**config.mk**
```make
export PLATFORM = sky130hd
export DESIGN_NAME = stall_ctrl
export DESIGN_NICKNAME = d
export VERILOG_FILES = /design/src/rtl/stall_ctrl.sv
export SDC_FILE = /design/constraint.sdc
export NUM_CORES = 1
export LEC_CHECK = 0
export CORE_ASPECT_RATIO = 0.7
export CORE_MARGIN = 10
export CORE_UTILIZATION = 43
export DETAILED_ROUTE_END_ITERATION = 7
export PLACE_DENSITY = 0.77
export SETUP_SLACK_MARGIN = 0.1
export SYNTH_ARGS = -nofsm -noshare
export SYNTH_HDL_FRONTEND = slang
export SYNTH_SLANG_ARGS = --single-unit
```
**constraint.sdc**
```tcl
create_clock -name clk -period 2.7 [get_ports clk]
set_input_delay 0.81 -clock clk [delete_from_list [all_inputs] [get_ports clk]]
set_output_delay 0.81 -clock clk [all_outputs]
set_load 0.1 [all_outputs]
```
**src/rtl/stall_ctrl.sv**
```systemverilog
// Pipeline stall/flush controller: combinational per-stage stall vector, registered flush/redirect,
// sticky MEM-timeout error and bubble/stall cycle counters.
module stall_ctrl #(
  parameter int MEM_TIMEOUT = 255,
  parameter int CNT_W       = 32
) (
  input  logic             clk,
  input  logic             rst,
  input  logic             bbl,
  input  logic             ex_req,
  input  logic             ex_done,
  input  logic             mem_req,
  input  logic             mem_ack,
  input  logic             flush_req,
  input  logic [31:0]      flush_pc,
  output logic [5:0]       stall,
  output logic             flush,
  output logic [31:0]      new_pc,
  output logic             mem_err,
  output logic             busy,
  output logic [CNT_W-1:0] bbl_cnt,
  output logic [CNT_W-1:0] stall_cnt
);

  typedef enum logic [1:0] {RUN, EX_WAIT, MEM_WAIT, FLUSH} state_t;

  localparam logic [5:0] STALL_MEM = 6'b011111;
  localparam logic [5:0] STALL_EX  = 6'b001111;
  localparam logic [5:0] STALL_BBL = 6'b000111;
  localparam logic [7:0] TMO_LAST  = 8'(MEM_TIMEOUT - 1);

  state_t           state_q, state_d;
  logic [7:0]       timer_q, timer_d;
  logic             mem_err_q, mem_err_d;
  logic [31:0]      new_pc_q, new_pc_d;
  logic             flush_q, flush_d;
  logic             busy_q, busy_d;
  logic [CNT_W-1:0] bbl_cnt_q, bbl_cnt_d;
  logic [CNT_W-1:0] stall_cnt_q, stall_cnt_d;
  logic [5:0]       stall_c;

  always_comb begin
    state_d   = state_q;
    timer_d   = timer_q;
    mem_err_d = mem_err_q;
    new_pc_d  = new_pc_q;
    stall_c   = '0;
    case (state_q)
      RUN: begin
        if (flush_req) begin
          state_d  = FLUSH;
          new_pc_d = flush_pc;
        end else if (mem_req) begin
          state_d = MEM_WAIT;
          timer_d = '0;
          stall_c = STALL_MEM;
        end else if (ex_req) begin
          state_d = EX_WAIT;
          stall_c = STALL_EX;
        end else if (bbl) begin
          stall_c = STALL_BBL;
        end
      end
      EX_WAIT: begin
        stall_c = STALL_EX;
        if (ex_done) state_d = RUN;
      end
      MEM_WAIT: begin
        stall_c = STALL_MEM;
        timer_d = timer_q + 8'd1;
        // An ack in the timeout cycle completes the access cleanly.
        if (mem_ack) begin
          state_d = RUN;
        end else if (timer_q == TMO_LAST) begin
          state_d   = RUN;
          mem_err_d = 1'b1;
        end
      end
      FLUSH: begin
        if (flush_req) new_pc_d = flush_pc;
        else           state_d  = RUN;
      end
      default: state_d = RUN;
    endcase
    if (!rst) stall_c = '0;

    flush_d     = (state_d == FLUSH);
    busy_d      = (state_d != RUN);
    bbl_cnt_d   = bbl_cnt_q + ((stall_c == STALL_BBL) ? CNT_W'(1) : CNT_W'(0));
    stall_cnt_d = stall_cnt_q + ((stall_c != 6'b0) ? CNT_W'(1) : CNT_W'(0));
  end

  always_ff @(posedge clk or negedge rst) begin
    if (!rst) begin
      state_q     <= RUN;
      timer_q     <= '0;
      mem_err_q   <= 1'b0;
      new_pc_q    <= '0;
      flush_q     <= 1'b0;
      busy_q      <= 1'b0;
      bbl_cnt_q   <= '0;
      stall_cnt_q <= '0;
    end else begin
      state_q     <= state_d;
      timer_q     <= timer_d;
      mem_err_q   <= mem_err_d;
      new_pc_q    <= new_pc_d;
      flush_q     <= flush_d;
      busy_q      <= busy_d;
      bbl_cnt_q   <= bbl_cnt_d;
      stall_cnt_q <= stall_cnt_d;
    end
  end

  assign stall     = stall_c;
  assign flush     = flush_q;
  assign new_pc    = new_pc_q;
  assign mem_err   = mem_err_q;
  assign busy      = busy_q;
  assign bbl_cnt   = bbl_cnt_q;
  assign stall_cnt = stall_cnt_q;

endmodule

```
**After elaboration in Yosys (flattened, before gate mapping)**

Index checks and enable logic that the tools add are counted.

- Reductions and logical operators: 8
- Multipliers: 0
- Muxes and demuxes: 19
- Shift-type cells: 0
- Add/sub/neg operators: 3
- $lt $le $gt $ge: 0
- Bitwise gates (word level): 1
- Eq/ne operators: 8
- Div/mod/pow operators: 0

Operator list:

| operator | count |
|---|---|
| adder 32 x 1 -> 32 bit | 2 |
| 2-to-1 mux 8 bit | 2 |
| case mux 8 bit (2 select lines) | 1 |
| case mux 5 bit (3 select lines) | 1 |
| 2-to-1 mux 2 bit | 7 |
| 2-to-1 mux 5 bit | 2 |
| adder 8 x 1 -> 8 bit (second input constant) | 1 |
| equality test 8 bit (second input constant) | 1 |
| case mux 2 bit (4 select lines) | 1 |
| equality test 2 bit (second input constant) | 3 |
| equality test 6 x 3 -> 1 bit (second input constant) | 1 |
| 2-to-1 mux 6 bit | 1 |
| AND reduction 3 bit | 2 |
| nonzero test 6 bit | 1 |
| 2-to-1 mux 4 bit | 1 |
| inequality test 2 bit (second input constant) | 2 |
| nonzero test 2 bit | 2 |
| 2-to-1 mux 3 bit | 1 |
| equality test 2 x 1 -> 1 bit (second input constant) | 1 |
| zero test 2 bit | 1 |
| 2-to-1 mux 1 bit | 2 |
| AND reduction 2 bit | 1 |
| OR reduction 2 bit | 1 |
| inverter 1 bit | 1 |

- RAM bits: 0
- Memories kept: 0
- Logic and storage cells: 47
- Register bits: 109
- Latch bits: 0
- Memory bits (read-only): 0
- Input port bits: 40

**Depth between registers and ports, before layout**

- Depth in word-level cells: 9
- Mapped depth: 14
- Gate-level depth less buffers: 12

**Worst setup path after synthesis**

Ideal clock, no wire load.

- Kind: register -> output
- Start point: reg state_q[1]
- End point: out stall[1]
- Stages on the path, launching flop included: 8
- Buffers on the path: 2
- Slack: -0.987 ns
- Data required time: 1.890 ns
- Data arrival time: 2.877 ns
- Cells stage by stage: dfrtp_1 > inv_1 > ha_1 > buf_2 > nor2b_1 > a21oi_1 > nor2_1 > buf_4

- Cells in the longest elaborated chain, start to end: 3

Ends and longest elaborated chain:

| item | line | source |
|---|---|---|
| start, declared | 32 | `state_t state_q, state_d;` |
| start signal, assigned | 104 | `state_q <= state_d;` |
| equality test 2 bit (tied with other cells) | 48 | `case (state_q)` |
| case mux 5 bit (3 select lines) (*) | 48 |  |
| 2-to-1 mux 6 bit (*) | 85 | `if (!rst) stall_c = '0;` |
| end, declared | 16 | `output logic [5:0] stall,` |

Mark *: on every way between the ends. The rest lies on a longest branch, timed or not.

**Worst setup path after layout**

- Start point: in mem_req
- End point: out stall[1]

- Cells in the longest elaborated chain, start to end: 4

Ends and longest elaborated chain:

| item | line | source |
|---|---|---|
| start, declared | 12 | `input logic mem_req,` |
| 2-to-1 mux 5 bit | 53 | `end else if (mem_req) begin` |
| 2-to-1 mux 5 bit | 50 | `if (flush_req) begin` |
| case mux 5 bit (3 select lines) | 48 |  |
| 2-to-1 mux 6 bit | 85 |  |

Every way passes these cells.

==> flow_summary.json <==
{
  "netlist.area_leader.share_pct": 55.94,
  "rows": 32,
  "hold_violations": 0,
  "cts_hold_buffers": 0,
  "syn_inst": 400,
  "gr-usage-all-layers_pct": 16.12,
  "largest_net_degree_at_the_start_of_global_routing": 64,
  "power-per-cell-area_mw_per_mm2": 1182,
  "crit_arrival_ns": 1.87,
  "worstHoldPathCells": 1,
  "relSlewSlack_pct": 46.68,
  "routed-via-count": 3793,
  "detailedRoute.firstIterationViolations": 133,
  "tritoncts": "done",
  "avgRoutedWirePerCell_microns": 17.28,
  "floorplan.core_area_sq_mm": 0.01105,
  "grt_overflow_total": 0,
  "first_pass_grt_wire_length_microns": 21180,
  "antenna_diode_instance_count": 0,
  "post_route_cells_drive_above_1_share_pct": 39.80,
  "synth_flop_cell": "dfrtp_1",
  "multi_input_comb_area_sq_mm": 0.002186,
  "port_buffers": 143,
  "die_height_microns": 109.1,
  "vias_in_the_first_global_route": 4023,
  "most-common-layout-cells": "buf_4 (137), dfrtp_1 (109), xnor2_1 (52)",
  "timing.setup.tns_ns": 0,
  "synth_edf_count": 0,
  "vias_per_std_cell": 5.119,
  "antenna_found_initial": 0,
  "cts_num_sinks": 109,
  "period_share_pct": 99.13,
  "cp-start-kind": "input port",
  "yosys-top-cells-area": "dfrtp_1 (56%), xnor2_1 (9.3%), mux2_2 (7.2%), nand4_1 (3.2%), ha_1 (2.6%)",
  "synth-warning-count": 0,
  "mappedNetlistNets": 450,
  "max_freq_mhz": 373.6,
  "design_power_total_mw": 8.306,
  "reg2reg_depth": 14,
  "timing_worst_slew_pin_value_ns": 0.7998,
  "synthDistinctLibCells": 43,
  "critical_path.max_fanout": 6,
  "cts_htree_levels": 3,
  "netlist_area_sq_mm": 0.004876,
  "numCtsBuffers": 9,
  "design.final.nets": 633,
  "detailedPlacementHpwl_microns": 9671,
  "synth.avg_cell_area_sq_um": 12.19,
  "clk_pin_slew_worst_paths_ns": 0.07,
  "final-max-slew-violation-count": 0,
  "sequential_cell_area_sq_mm": 0.002728,
  "final-setup-viol-count": 0,
  "globalplace.congestion": 0.8480,
  "most_frequent_standard_cell_in_the_layout_excluding_fill_and_tap_cells": "buf_4",
  "synth_top_area_cell": "dfrtp_1",
  "drt_pre_antenna_iters": 5,
  "nFillCells": 879,
  "finalWirelength_microns": 12810,
  "cts_root_buf": "clkbuf_16",
  "post_synthesis_sequential_element_count": 109,
  "timing.max_cap.violations": 0,
  "power.ir.vdd_worst_mv": 1.389,
  "io_pins": 145,
  "status": "completed",
  "layout_min_cycle_time_ns": 2.676,
  "flow.area_growth_from_synthesis_pct": 44.16,
  "finalClockSkew_ns": 0.006801,
  "fp.dieArea_sq_mm": 0.01607,
  "async_reset_ff_share_pct": 100.0,
  "synth_seq_area_share_pct": 55.94,
  "crit_required_ns": 1.89,
  "rsz_0062_raised_after_global_routing": "true",
  "remaining_drc_errors": 0,
  "endpoint_kind": "output pin",
  "timing.hold.worst.class": "register to register",
  "critPathKind": "input port to output pin",
  "clk_latency_ns": 0.34,
  "clock_path_buffers": 2,
  "start_util_pct": 44.12,
  "drtAntennaViolNets": 0,
  "power.static_leakage_nw": 3.338,
  "floorplan.die.width_microns": 147.3
}
-- stage by stage --
stage          std cells  worst slack [ns]  area (sq um)  hold WS, ns  util, %
2_1_floorplan        400          -0.04882          4986       0.5047        -
3_3_place_gp         712           -0.5931          6541       0.4638    59.19
3_5_place_dp         712           -0.5974          6541       0.4728    59.19
4_1_cts              735           0.03527          6933       0.4855    62.74
5_1_grt              741          -0.02138          7029       0.4994    63.61
6_report             741           0.02359          7029       0.4809    63.61
-- power breakdown --
part | switching, mW | total [mW] | internal (mW)
Combinational | 3.38 | 4.66 | 1.29
Clock | 0.593 | 1.41 | 0.818
Sequential | 0.247 | 2.23 | 1.98
Total | 4.22 | 8.31 | 4.09
-- flip-flops by register name, summed over array words and instances, names as in the netlist --
signal     cells
bbl_cnt       32
new_pc        32
stall_cnt     32
timer_q        8
state_q        2
busy           1
flush          1
mem_err        1
-- what timing repair did --
item	CTS	global route
resized for setup	23	17
gates cloned	0	1
endpoints found under the setup margin	55	50
setup buffers	7	5
pin swaps	6	13
-- cells in the mapped netlist, drive strengths merged, types with 3 or more instances --
| cell | n |
|---|---|
| nor4 | 3 |
| xnor2 | 52 |
| and3 | 14 |
| o21ai | 5 |
| nor3 | 6 |
| buf | 11 |
| inv | 7 |
| and4 | 6 |
| dfrtp | 109 |
| mux2 | 33 |
| nand2b | 3 |
| clkbuf | 4 |
| nand2 | 22 |
| nor2 | 18 |
| a21oi | 8 |
| nand4b | 4 |
| nor2b | 5 |
| nand3 | 24 |
| xor2 | 14 |
| nand4 | 27 |
| ha | 10 |
-- final timing paths --
| kind | startpoint | end | slack, ns |
|---|---|---|---|
| max | mem_req | stall[1] | 0.02 |
| min | stall_cnt[31] | stall_cnt[31] | 0.48 |
| max reg2reg | state_q[0] | stall_cnt[18] | 0.16 |
| min reg2reg | stall_cnt[31] | stall_cnt[31] | 0.48 |
| max in group asynchronous | rst | bbl_cnt[26] | 1.48 |
| min in group asynchronous | rst | timer_q[1] | 0.52 |
-- layout make-up --
class	instances	area share [%]
Sequential cell	109	38.80
Timing Repair Buffer	187	22.43
Clock buffer	9	3.204
Multi-Input combinational cell	269	31.10
Inverter	7	0.3738
Clock inverter	7	1.371
Tap cell	153	2.723
-- routing by layer --
layer | GRT usage [%] | share of wire (%) | wire length (microns)
met1 | 20.42 | 45 | 5734
met2 | 26.73 | 49 | 6226
met3 | 4.884 | 5.5 | 710
met4 | 3.808 | 1.0 | 134
met5 | 0 | 0 | 0
-- critical path: stages --
cell	delay, ns
buf_2	0.14
or3_4	0.41
a21oi_4	0.17
buf_6	0.12
nor2_4	0.05
buf_12	0.16
-- cells by family after synthesis --
| group | after synthesis | share of synthesized area (%) |
|---|---|---|
| adder cells (fa/ha/maj) | 10 | 2.566 |
| other | 1 | 0.07691 |
| buffers and inverters | 22 | 2.438 |
| AO/OA/AOI/OAI | 20 | 2.438 |
| flip-flops | 109 | 55.94 |
| AND/OR/NAND/NOR | 138 | 16.86 |
| XOR/XNOR | 66 | 11.86 |
| multiplexers | 34 | 7.826 |
Power figures use the tool's default switching activity.
